### config.mk
export PLATFORM = sky130hd
export DESIGN_NAME = cipher_stream_packer_flat
export DESIGN_NICKNAME = d
export VERILOG_FILES = /design/src/rtl/cipher_stream_packer_if.sv /design/src/rtl/cipher_stream_packer.sv /design/src/flat_wrapper.sv
export SDC_FILE = /design/constraint.sdc
export NUM_CORES = 1
export LEC_CHECK = 0
export CORE_MARGIN = 2
export CORE_UTILIZATION = 55
export DETAILED_ROUTE_END_ITERATION = 12
export GPL_TIMING_DRIVEN = 0
export PLACE_DENSITY_LB_ADDON = 0.25
export SYNTH_ARGS = -nofsm -noshare
export SYNTH_HDL_FRONTEND = slang
export SYNTH_SLANG_ARGS = --single-unit
### constraint.sdc
create_clock -name clk -period 4.7 [get_ports clk]
set_input_delay 0.705 -clock clk [delete_from_list [all_inputs] [get_ports clk]]
set_output_delay 0.705 -clock clk [all_outputs]
set_load 0.01 [all_outputs]
### src/rtl/cipher_stream_packer_if.sv
// rtl/cipher_stream_packer_if.sv - AXI-Stream word bus between the packer and the DMA sink
interface cipher_stream_packer_if;
  logic [31:0] tdata;
  logic [3:0]  tkeep;
  logic        tlast;
  logic        tvalid;
  logic        tready;

  modport master (output tdata, output tkeep, output tlast, output tvalid, input tready);
  modport slave  (input tdata, input tkeep, input tlast, input tvalid, output tready);
endinterface

### src/rtl/cipher_stream_packer.sv
// rtl/cipher_stream_packer.sv - packs encrypted bytes into 32-bit stream words through a FWFT FIFO
module cipher_stream_packer #(
  parameter int FRAME_BYTES = 786432,
  parameter int DEPTH       = 16
) (
  input  logic                     clk,
  input  logic                     rst,
  input  logic [7:0]               byte_in,
  input  logic                     byte_valid,
  cipher_stream_packer_if.master   m_axis,
  output logic                     overflow,
  output logic [15:0]              frame_count,
  output logic [$clog2(DEPTH):0]   level
);
  localparam int AW = $clog2(DEPTH);
  localparam int CW = $clog2(FRAME_BYTES + 1);
  localparam logic [CW-1:0] LAST_IDX = CW'(FRAME_BYTES - 1);
  localparam logic [AW:0]   FULL_LVL = (AW + 1)'(DEPTH);

  typedef struct packed {
    logic        last;
    logic [3:0]  keep;
    logic [31:0] data;
  } word_t;

  logic [1:0]    lane_q, lane_d;
  logic [CW-1:0] bcnt_q, bcnt_d;
  logic [23:0]   part_q, part_d;
  logic [AW-1:0] wptr_q, wptr_d, rptr_q, rptr_d;
  logic [AW:0]   level_q, level_d;
  logic          ovf_q, ovf_d;
  logic [15:0]   fcnt_q, fcnt_d;

  word_t mem [DEPTH];
  word_t word_in, head;
  logic  valid, frame_end, push, pop, full, push_ok;

  // part_q only ever holds lanes below lane_q; higher lanes stay zero
  always_comb begin
    valid     = (level_q != '0);
    pop       = valid && m_axis.tready;
    full      = (level_q == FULL_LVL);
    frame_end = byte_valid && (bcnt_q == LAST_IDX);
    push      = byte_valid && ((lane_q == 2'd3) || frame_end);
    push_ok   = push && (!full || pop);

    word_in.last = frame_end;
    word_in.keep = 4'h1;
    word_in.data = {24'h0, byte_in};
    case (lane_q)
      2'd1: begin
        word_in.keep = 4'h3;
        word_in.data = {16'h0, byte_in, part_q[7:0]};
      end
      2'd2: begin
        word_in.keep = 4'h7;
        word_in.data = {8'h0, byte_in, part_q[15:0]};
      end
      2'd3: begin
        word_in.keep = 4'hF;
        word_in.data = {byte_in, part_q};
      end
      default: ;
    endcase

    lane_d  = lane_q;
    bcnt_d  = bcnt_q;
    part_d  = part_q;
    fcnt_d  = fcnt_q;
    wptr_d  = wptr_q;
    rptr_d  = rptr_q;
    level_d = level_q;
    ovf_d   = ovf_q;

    if (byte_valid) begin
      if (push) begin
        lane_d = 2'd0;
        part_d = '0;
      end else begin
        lane_d = lane_q + 2'd1;
        case (lane_q)
          2'd0:    part_d[7:0]   = byte_in;
          2'd1:    part_d[15:8]  = byte_in;
          default: part_d[23:16] = byte_in;
        endcase
      end
      if (frame_end) begin
        bcnt_d = '0;
        fcnt_d = fcnt_q + 16'd1;
      end else begin
        bcnt_d = bcnt_q + CW'(1);
      end
    end

    if (push && !push_ok) ovf_d = 1'b1;
    if (push_ok) wptr_d = wptr_q + AW'(1);
    if (pop)     rptr_d = rptr_q + AW'(1);
    case ({push_ok, pop})
      2'b10:   level_d = level_q + (AW + 1)'(1);
      2'b01:   level_d = level_q - (AW + 1)'(1);
      default: level_d = level_q;
    endcase
  end

  always_ff @(posedge clk) begin
    if (rst) begin
      lane_q  <= '0;
      bcnt_q  <= '0;
      part_q  <= '0;
      fcnt_q  <= '0;
      wptr_q  <= '0;
      rptr_q  <= '0;
      level_q <= '0;
      ovf_q   <= 1'b0;
    end else begin
      lane_q  <= lane_d;
      bcnt_q  <= bcnt_d;
      part_q  <= part_d;
      fcnt_q  <= fcnt_d;
      wptr_q  <= wptr_d;
      rptr_q  <= rptr_d;
      level_q <= level_d;
      ovf_q   <= ovf_d;
    end
  end

  always_ff @(posedge clk) begin
    if (push_ok) mem[wptr_q] <= word_in;
  end

  assign head          = mem[rptr_q];
  assign m_axis.tvalid = valid;
  assign m_axis.tdata  = valid ? head.data : 32'h0;
  assign m_axis.tkeep  = valid ? head.keep : 4'h0;
  assign m_axis.tlast  = valid ? head.last : 1'b0;
  assign overflow      = ovf_q;
  assign frame_count   = fcnt_q;
  assign level         = level_q;
endmodule

### src/flat_wrapper.sv
// flat-port wrapper written by rule: the top's interface ports become plain ports
module cipher_stream_packer_flat 
#(
  parameter int FRAME_BYTES = 786432,
  parameter int DEPTH       = 16
)
  (clk, rst, byte_in, byte_valid, overflow, frame_count, level, m_axis_tdata, m_axis_tkeep, m_axis_tlast, m_axis_tvalid, m_axis_tready);
  cipher_stream_packer_if m_axis_i ();
  input  logic clk;
  input  logic rst;
  input  logic [7:0] byte_in;
  input  logic byte_valid;
  output logic overflow;
  output logic [15:0] frame_count;
  output logic [$clog2(DEPTH):0] level;
  output wire logic [$bits(m_axis_i.tdata)-1:0] m_axis_tdata;
  output wire logic [$bits(m_axis_i.tkeep)-1:0] m_axis_tkeep;
  output wire logic [$bits(m_axis_i.tlast)-1:0] m_axis_tlast;
  output wire logic [$bits(m_axis_i.tvalid)-1:0] m_axis_tvalid;
  input wire logic [$bits(m_axis_i.tready)-1:0] m_axis_tready;
  assign m_axis_tdata = m_axis_i.tdata;
  assign m_axis_tkeep = m_axis_i.tkeep;
  assign m_axis_tlast = m_axis_i.tlast;
  assign m_axis_tvalid = m_axis_i.tvalid;
  assign m_axis_i.tready = m_axis_tready;
  cipher_stream_packer #(.FRAME_BYTES(FRAME_BYTES), .DEPTH(DEPTH)) u_core (.clk(clk), .rst(rst), .byte_in(byte_in), .byte_valid(byte_valid), .m_axis(m_axis_i), .overflow(overflow), .frame_count(frame_count), .level(level));
endmodule
==> After elaboration in Yosys (flattened, before gate mapping) <==
Memories as Yosys holds them, arrays and structs flattened. A register that Yosys moved wholly into a read port is not among the register bits.
Index checks and enable logic that the tools add are counted.
{ "totals": {"ff_bits": 76, "ramBits": 592, "in_bits": 12, "output_inout_bits": 60, "word_cells": 60, "memories": 1} }
{ "memory_table": {"columns": ["memory", "words", "word_bits", "read_ports", "rd_ports_with_merged_regs", "write_ports", "line_no", "rtl"], "rows": [
  ["u_core.mem", 16, 37, 1, 1, 1, "cipher_stream_packer.sv:34", "word_t mem [DEPTH];"]
]} }
{ "classes": {"addsub": 7, "n_eq_ne": 8, "muxes": 15, "n_reduce_logical": 19} }
{ "op_table": {"columns": ["operator", "count"], "rows": [
  ["36-bit case mux with 3 select lines", 1],
  ["32-bit 2-to-1 mux", 1],
  ["24-bit 2-to-1 mux", 1],
  ["8-bit 2-to-1 mux", 3],
  ["20-bit by 1-bit adder with 20-bit output, second input constant", 1],
  ["20-bit equality test, second input constant", 1],
  ["20-bit 2-to-1 mux", 1],
  ["16-bit by 1-bit adder with 16-bit output, second input constant", 1],
  ["4-bit 2-to-1 mux", 3],
  ["5-bit case mux with 2 select lines", 1],
  ["4-bit by 1-bit adder with 4-bit output, second input constant", 2],
  ["2-bit AND reduction", 4],
  ["2-bit equality test, second input constant", 3],
  ["2-bit nonzero test", 3],
  ["5-bit by 1-bit adder with 5-bit output, second input constant", 1],
  ["5-bit equality test, second input constant", 1],
  ["1-bit logical AND", 5],
  ["5-bit nonzero test", 1],
  ["5-bit by 1-bit subtractor with 5-bit output, second input constant", 1],
  ["2-bit by 1-bit equality test with 1-bit output, second input constant", 2],
  ["1-bit 2-to-1 mux", 3],
  ["2-bit by 1-bit adder with 2-bit output, second input constant", 1],
  ["1-bit zero test", 2],
  ["2-bit zero test", 1],
  ["other kinds (4)", 5]
]} }

==> Depth between registers and ports, before layout <==
Gate-level depths: netlist of the first run.
{ "logic_depth": {"ltp_word": 7, "mapped_depth": 10, "depth_no_buf": 10} }

==> Worst setup path before layout of the first run <==
OpenSTA, ideal clock, no wires.
{ "synth_path": {"path_kind": "input -> register", "from": "in byte_valid", "to": "mem u_core.mem[0][0] (netlist name), enable pin", "setup_ps": 474, "t_arrival_ps": 4295, "t_required_ps": 4226, "setup_slack_ps": -69, "cell_stages": 7, "path_buffers": 1, "cell_sequence": "nand4_4 nor4_4 a21o_4 and3_1 buf_2 nand2_1 nor3_1"} }
{ "synth_between": {"elab_chain_cells": 6} }
{ "synth_lines": {"columns": ["element", "line_no", "rtl"], "rows": [
  ["from (decl)", "flat_wrapper.sv:12", "input logic byte_valid;"],
  ["1-bit logical AND", "cipher_stream_packer.sv:43", "frame_end = byte_valid && (bcnt_q == LAST_IDX);"],
  ["1-bit logical OR", "cipher_stream_packer.sv:44", "push = byte_valid && ((lane_q == 2'd3) || frame_end);"],
  ["1-bit logical AND (*)", "cipher_stream_packer.sv:44", null],
  ["1-bit logical AND (*)", "cipher_stream_packer.sv:45", "push_ok = push && (!full || pop);"],
  ["1-bit 2-to-1 mux (*)", "cipher_stream_packer.sv:128", "if (push_ok) mem[wptr_q] <= word_in;"],
  ["1-bit 2-to-1 mux (implied by the code) (*)", "cipher_stream_packer.sv:128", null],
  ["to (decl)", "cipher_stream_packer.sv:34", null]
]} }
Every way passes the cells marked *; elsewhere a longest branch is shown, timed or not.

==> out/results.ini, run 1 <==
[run_status]
status=completed

[worst_setup_path]
rr_endpoint=u_core.mem[5][14]$_DFFE_PP_
worstReg2RegStart=u_core.lane_q[0]$_SDFFE_PP0P_
required_ns=3.99
critPathMaxFanout=10
worstSetupEndpointType=primary output
rr_worst_depth=6
worstSetupPathType=reg -> out
r2r_slack_ns=0.60
cp.arrival_ns=3.84
start_kind=flop

[global_routing]
grt_usage_pct=25.1
grt_max_degree=26
antenna_found_initial=0
grt_pass1_wl_um=86400
grt_remaining_overflow=0
grt_pass1_vias=13300

[drt]
firstDrtPassIters=6
dr_wl_met2_um=28600
drc=0
ant_nets=0
via_per_inst=6.28
first_iter_violations=1683
vias=13200
totalWireLength_um=58900
wirelength_met1_um=23800
wl_met3_um=5070
routed.top_layer=met4
wl_per_cell_um=28.0

[synthesis]
synth-edff-count=576
ys_types=46
yosysWarningCount=0
syn_area_um2=25700
synthTopCellsByArea=edfxtp_1, mux4_2, dfxtp_1, nor2_1, and2_1
synth_seq_cells=656
async_reset_ff_share_pct=0
synth_common_cells=edfxtp_1, mux4_2, nor2_1
yosysSeqAreaShare_pct=73.6
yosys.cell_count.top_type=edfxtp_1
synth.top_cell.area_share_pct=67.4
synth_cells=1289
synthFlopType=edfxtp_1
synth.avg_cell_area_um2=19.9
synth_largest_area_cell=edfxtp_1
syn-num-nets=1313

[clock_tree]
h-tree-depth=2
path_clk_slew_ns=0.06
cts.sinks=656
cts_root_buf=clkbuf_16
cts_buffer_depth=3
cts_tree=done
cts_buffers=61
worstSkewPairLatency_ns=0.63

[min_path]
min_delay_worst_endpoint=u_core.part_q[1]$_SDFFE_PP0P_
hp-class=reg -> reg
hold_depth=2
hold_start=u_core.part_q[1]$_SDFFE_PP0P_

[finish]
drive_gt1_share_pct=23.2
final_cells=2104
syn_to_final_growth_pct=15.9
final_nets=1470
antenna_cells=0
fin_util_pct=64.3

[timing]
maxSlewHeadroom_pct=19.6
setup_violations=0
drv_slew=0
min_period_ns=4.54
fin_skew_ns=0.0201
hold_violations=0
fmax_mhz=220
worstMarginPinSlew_ns=1.20
grt_setup_unrepaired=false
fin_crit_sh_pct=96.7

[floorplanning]
floorplan.initialDensity_pct=55.5
boundaryPins=72
rows=79
die_area_um2=48400
coreArea_um2=46300
die_h_um=220
die_x_um=220

[placed_design]
port_buffers=70
dp.cells=1991
routabilityCongestion=0.763
dp_hpwl_um=36400

[power_and_ir_drop]
irDropWorstVdd_v=0.000241
power.density_nw_per_um2=386
p_leak_uw=0.00893

[flow_run]
drv_cap=0

-- critical path: stages (launching register included) --
cell	delay [ns]
dfxtp_1	0.31
buf_2	0.31
clkdlybuf4s15_1	0.81
mux4_2	0.64
mux4_2	0.47
and2_1	0.17
clkdlybuf4s50_1	0.49
-- final cells by class --
| type | instances | area, um^2 |
|---|---|---|
| Clock buffer | 86 | 1730 |
| Timing Repair Buffer | 95 | 1200 |
| Buffer | 71 | 319 |
| Fill cell | 3077 | 16500 |
| Clock inverter | 28 | 241 |
| Multi-Input combinational cell | 554 | 6570 |
| Tap cell | 607 | 759 |
| Sequential cell | 656 | 18900 |
| Inverter | 7 | 26.3 |
-- power by group --
part | leakage, uW | internal, uW | total [uW] | switching (uW)
clock network | 0.000972 | 2780 | 4860 | 2080
logic | 0.00232 | 101 | 286 | 185
registers | 0.00563 | 6330 | 6340 | 10.3
total | 0.00893 | 9210 | 11500 | 2280
-- per-layer routing --
layer / global-route usage [%] / up-vias
li1: - / 5548
met2: 39.9 / 636
met4: 6.26 / 0
met1: 36.2 / 6927
met3: 5.23 / 107
met5: 0 / -
-- state kept, by name, indices dropped and copies added, names as in the netlist, named ones only --
name / flops
u_core.wptr_q: 4
u_core.bcnt_q: 20
u_core.rptr_q: 4
u_core.frame_count: 16
u_core.level: 5
u_core.part_q: 24
u_core.lane_q: 2
u_core.overflow: 1
u_core.mem: 576
-- through the flow --
| stage | setup TNS, ns | hold WS (ns) | setup WS (ns) | total power [uW] | instance area, um^2 |
|---|---|---|---|---|---|
| floorplan | 0 | 0.459 | 0.0841 | 6630 | 25700 |
| global placement | -1167.75 | 0.473 | -4.26 | 6730 | 27100 |
| detailed placement | 0 | 0.488 | 0.259 | 6750 | 27800 |
| CTS | 0 | 0.505 | 0.0124 | 11500 | 29700 |
| global route | 0 | 0.525 | 0.00685 | 11800 | 29700 |
| finish | 0 | 0.502 | 0.156 | 11500 | 29700 |
-- logic make-up after synthesis --
family | synth area share, %
adders and majority gates | 0.585
buffers and inverters | 1.30
muxes | 16.3
AOI/OAI and AO/OA | 1.84
and+or+nand+nor | 4.98
xor gates and xnor gates | 1.33
DFF | 73.6
-- cells in the final DEF (no fill, tap or decap), types with 4 or more instances in the layout --
| cell type | instances |
|---|---|
| clkbuf_1 | 54 |
| a22o_1 | 8 |
| clkbuf_8 | 5 |
| dfxtp_1 | 80 |
| nor2_1 | 90 |
| xor2_1 | 22 |
| nor4_1 | 6 |
| xnor2_1 | 17 |
| a21oi_1 | 11 |
| buf_12 | 11 |
| nand4_1 | 11 |
| nand3_1 | 12 |
| buf_1 | 10 |
| bufinv_16 | 4 |
| edfxtp_1 | 576 |
| a22oi_1 | 32 |
| nor2_4 | 12 |
| inv_1 | 7 |
| buf_4 | 5 |
| clkbuf_16 | 64 |
| buf_16 | 7 |
| nand2_1 | 19 |
| ha_1 | 12 |
| buf_6 | 4 |
| clkinv_1 | 7 |
| clkinv_2 | 13 |
| and2_1 | 46 |
| or3_1 | 5 |
| and3_1 | 16 |
| clkdlybuf4s50_1 | 70 |
| o21ai_0 | 5 |
| buf_2 | 14 |
| mux2i_1 | 14 |
| mux4_2 | 180 |
| nand2b_1 | 5 |
-- how the worst max path moves through the flow --
stage | endpoint | start
finish | m_axis_tdata[4] | flop
global route | m_axis_tdata[0] | flop
CTS | m_axis_tdata[28] | flop
detailed placement | u_core.mem[3][17]$_DFFE_PP_ | byte_valid
global placement | u_core.mem[3][15]$_DFFE_PP_ | byte_valid
floorplan | u_core.mem[3][0]$_DFFE_PP_ | byte_valid
-- what timing repair did --
action,CTS,global route
gates resized for setup,2,6
setup endpoints to repair,36,26
setup buffers,0,0
hold buffers,0,0
No activity file was read; power rests on OpenSTA's default activity.
==> inputs of run 2 (changes only) <==
--- a/config.mk
+++ b/config.mk
@@ -5,6 +5,7 @@
 export SDC_FILE = /design/constraint.sdc
 export NUM_CORES = 1
 export LEC_CHECK = 0
+export CORE_ASPECT_RATIO = 1.75
 export CORE_MARGIN = 2
 export CORE_UTILIZATION = 55
 export DETAILED_ROUTE_END_ITERATION = 12
==> out/results.ini, run 2 (same netlist as run 1, synthesis figures left out) <==
[clock_tree]
postCtsResizedCells=6
post_cts_buffers=0
cts_tree=done
ctsHoldBuffers=0
path_clk_slew_ns=0.08
h-tree-depth=2
cts.sinks=656
cts_buffers=54
cts_buffer_depth=3
cts_root_buf=clkbuf_16
worstSkewPairLatency_ns=0.60

[drt]
vias=13100
drc=10
via_per_inst=6.30
first_iter_violations=1157
ant_nets=0
firstDrtPassIters=9
wl_per_cell_um=28.6
totalWireLength_um=59300

[power_and_ir_drop]
p_leak_uw=0.00890
irDropWorstVdd_v=0.000321
power.density_nw_per_um2=377

[worst_setup_path]
cp.arrival_ns=3.84
path_cells=buf_2 -> clkbuf_1 -> mux4_2 -> mux4_2 -> and2_1 -> clkdlybuf4s50_1
crit_top_cell=mux4_2
r2r_slack_ns=0.67
start_kind=flop
required_ns=3.99
cp.buffers_inverters=3
critPathMaxFanout=18
rr_endpoint=u_core.mem[12][8]$_DFFE_PP_
worstReg2RegStart=u_core.lane_q[0]$_SDFFE_PP0P_
worstSetupPathType=reg -> out
cpPeakStageDelay_ns=0.88
critical_path.top_delay_family=buffers and inverters
worstSetupEndpointType=primary output
cp-endpoint=m_axis_tdata[31]
slowest_stage=clkbuf_1
rr_worst_depth=6
cp.depth=6

[finish]
drive_gt1_share_pct=23.4
final_nets=1468
final_common_cell=edfxtp_1
top_regs=u_core.mem: 576 flops, u_core.part_q: 24 flops, u_core.bcnt_q: 20 flops
syn_to_final_growth_pct=15.9
final_cells=2074
regMostFlops=u_core.mem
n_fill_cell=3089
mostFrequentLayoutCells=edfxtp_1, mux4_2, nor2_1
largest_reg_flops=576

[floorplanning]
coreArea_um2=46100
floorplan.initialDensity_pct=55.7
die_area_um2=48500
die_h_um=290
rows=104
die_x_um=167
boundaryPins=72

[run_status]
violations=DRC
status=complete, but fails checks

[timing]
hold_violations=0
min_period_ns=4.55
fin_skew_ns=0.0190
worstMarginPinSlew_ns=1.21
drv_slew=0
maxSlewHeadroom_pct=18.8
setup_violations=0
finalSetupTns_ns=0
fmax_mhz=220
fin_crit_sh_pct=96.7
grt_setup_unrepaired=false

[placed_design]
routabilityCongestion=0.837
dp_hpwl_um=37900
dp.cells=1972
port_buffers=70

[global_routing]
grt_pass1_wl_um=87100
antenna_found_initial=2
grt_usage_pct=24.9
grt_pass1_vias=13600
grt_remaining_overflow=0
grt_max_degree=26

[min_path]
hold_start=u_core.frame_count[1]$_SDFFE_PP0P_
hp-class=reg -> reg

[flow_run]
drv_cap=0

run 2: cell count changes in the layout (fill, tap and decap cells not counted), moves of 4 or more:
cell | before | now
buf_16 | 7 | 16
clkbuf_1 | 54 | 48
clkbuf_16 | 64 | 55
clkinv_2 | 13 | 8
clkinv_4 | 0 | 5
clkinvlp_4 | 2 | 6
run 2: worst min-delay path, cell delays in order, from the launching register on:
cell and delay [ns]:
dfxtp_1 0.34, nand2_1 0.07, a21oi_1 0.05
run 2: cell type report:
class                   instances  area, um^2  area share (%)
diodes                          1        2.50         0.00841
plain buffers                  71         327            1.10
clock buffers                  71        1480            4.96
clock inverters                31         357            1.20
inverters                       7        26.3          0.0883
multi-input cells             554        6570            22.1
flip-flops and latches        656       18900            63.5
well taps                     583         729            2.45
repair buffers                100        1380            4.62
run 2: layer usage:
layer | global-route usage, % | up-vias | share of wire [%]
met4 | 8.07 | 2 | 2.9
li1 | - | 5526 | -
met1 | 29.7 | 6851 | 36
met3 | 4.52 | 130 | 6.4
met2 | 46.0 | 555 | 54
met5 | 0 | - | 0.022
run 2: how the worst min path moves through the flow:
stage,endpoint,slack (ns),cells after the start
final,u_core.frame_count[1]$_SDFFE_PP0P_,0.51,2
after CTS,flop,0.50,2
after global routing,u_core.part_q[15]$_SDFFE_PP0P_,0.52,2
after detailed placement,u_core.overflow$_SDFFE_PP0P_,0.48,2
after global placement,u_core.part_q[21]$_SDFFE_PP0P_,0.47,2
after floorplan,u_core.bcnt_q[1]$_SDFFE_PP0P_,0.46,2
run 2: through the flow:
step | hold slack (ns) | power [uW] | cell area [um^2] | util [%] | worst slack, ns
after floorplan | 0.459 | 6630 | 25700 | - | 0.0841
after global placement | 0.472 | 6730 | 27100 | 58.9 | -4.17
after detailed placement | 0.478 | 6740 | 27900 | 60.6 | 0.242
after CTS | 0.501 | 11300 | 29700 | 64.6 | 0.105
after global routing | 0.519 | 11500 | 29800 | 64.6 | 0.0383
final | 0.508 | 11200 | 29800 | 64.6 | 0.153
run 2: power by group:
group / switching, uW / internal [uW]
Combinational: 181 / 102
Sequential: 11.0 / 6320
Clock: 2040 / 2570
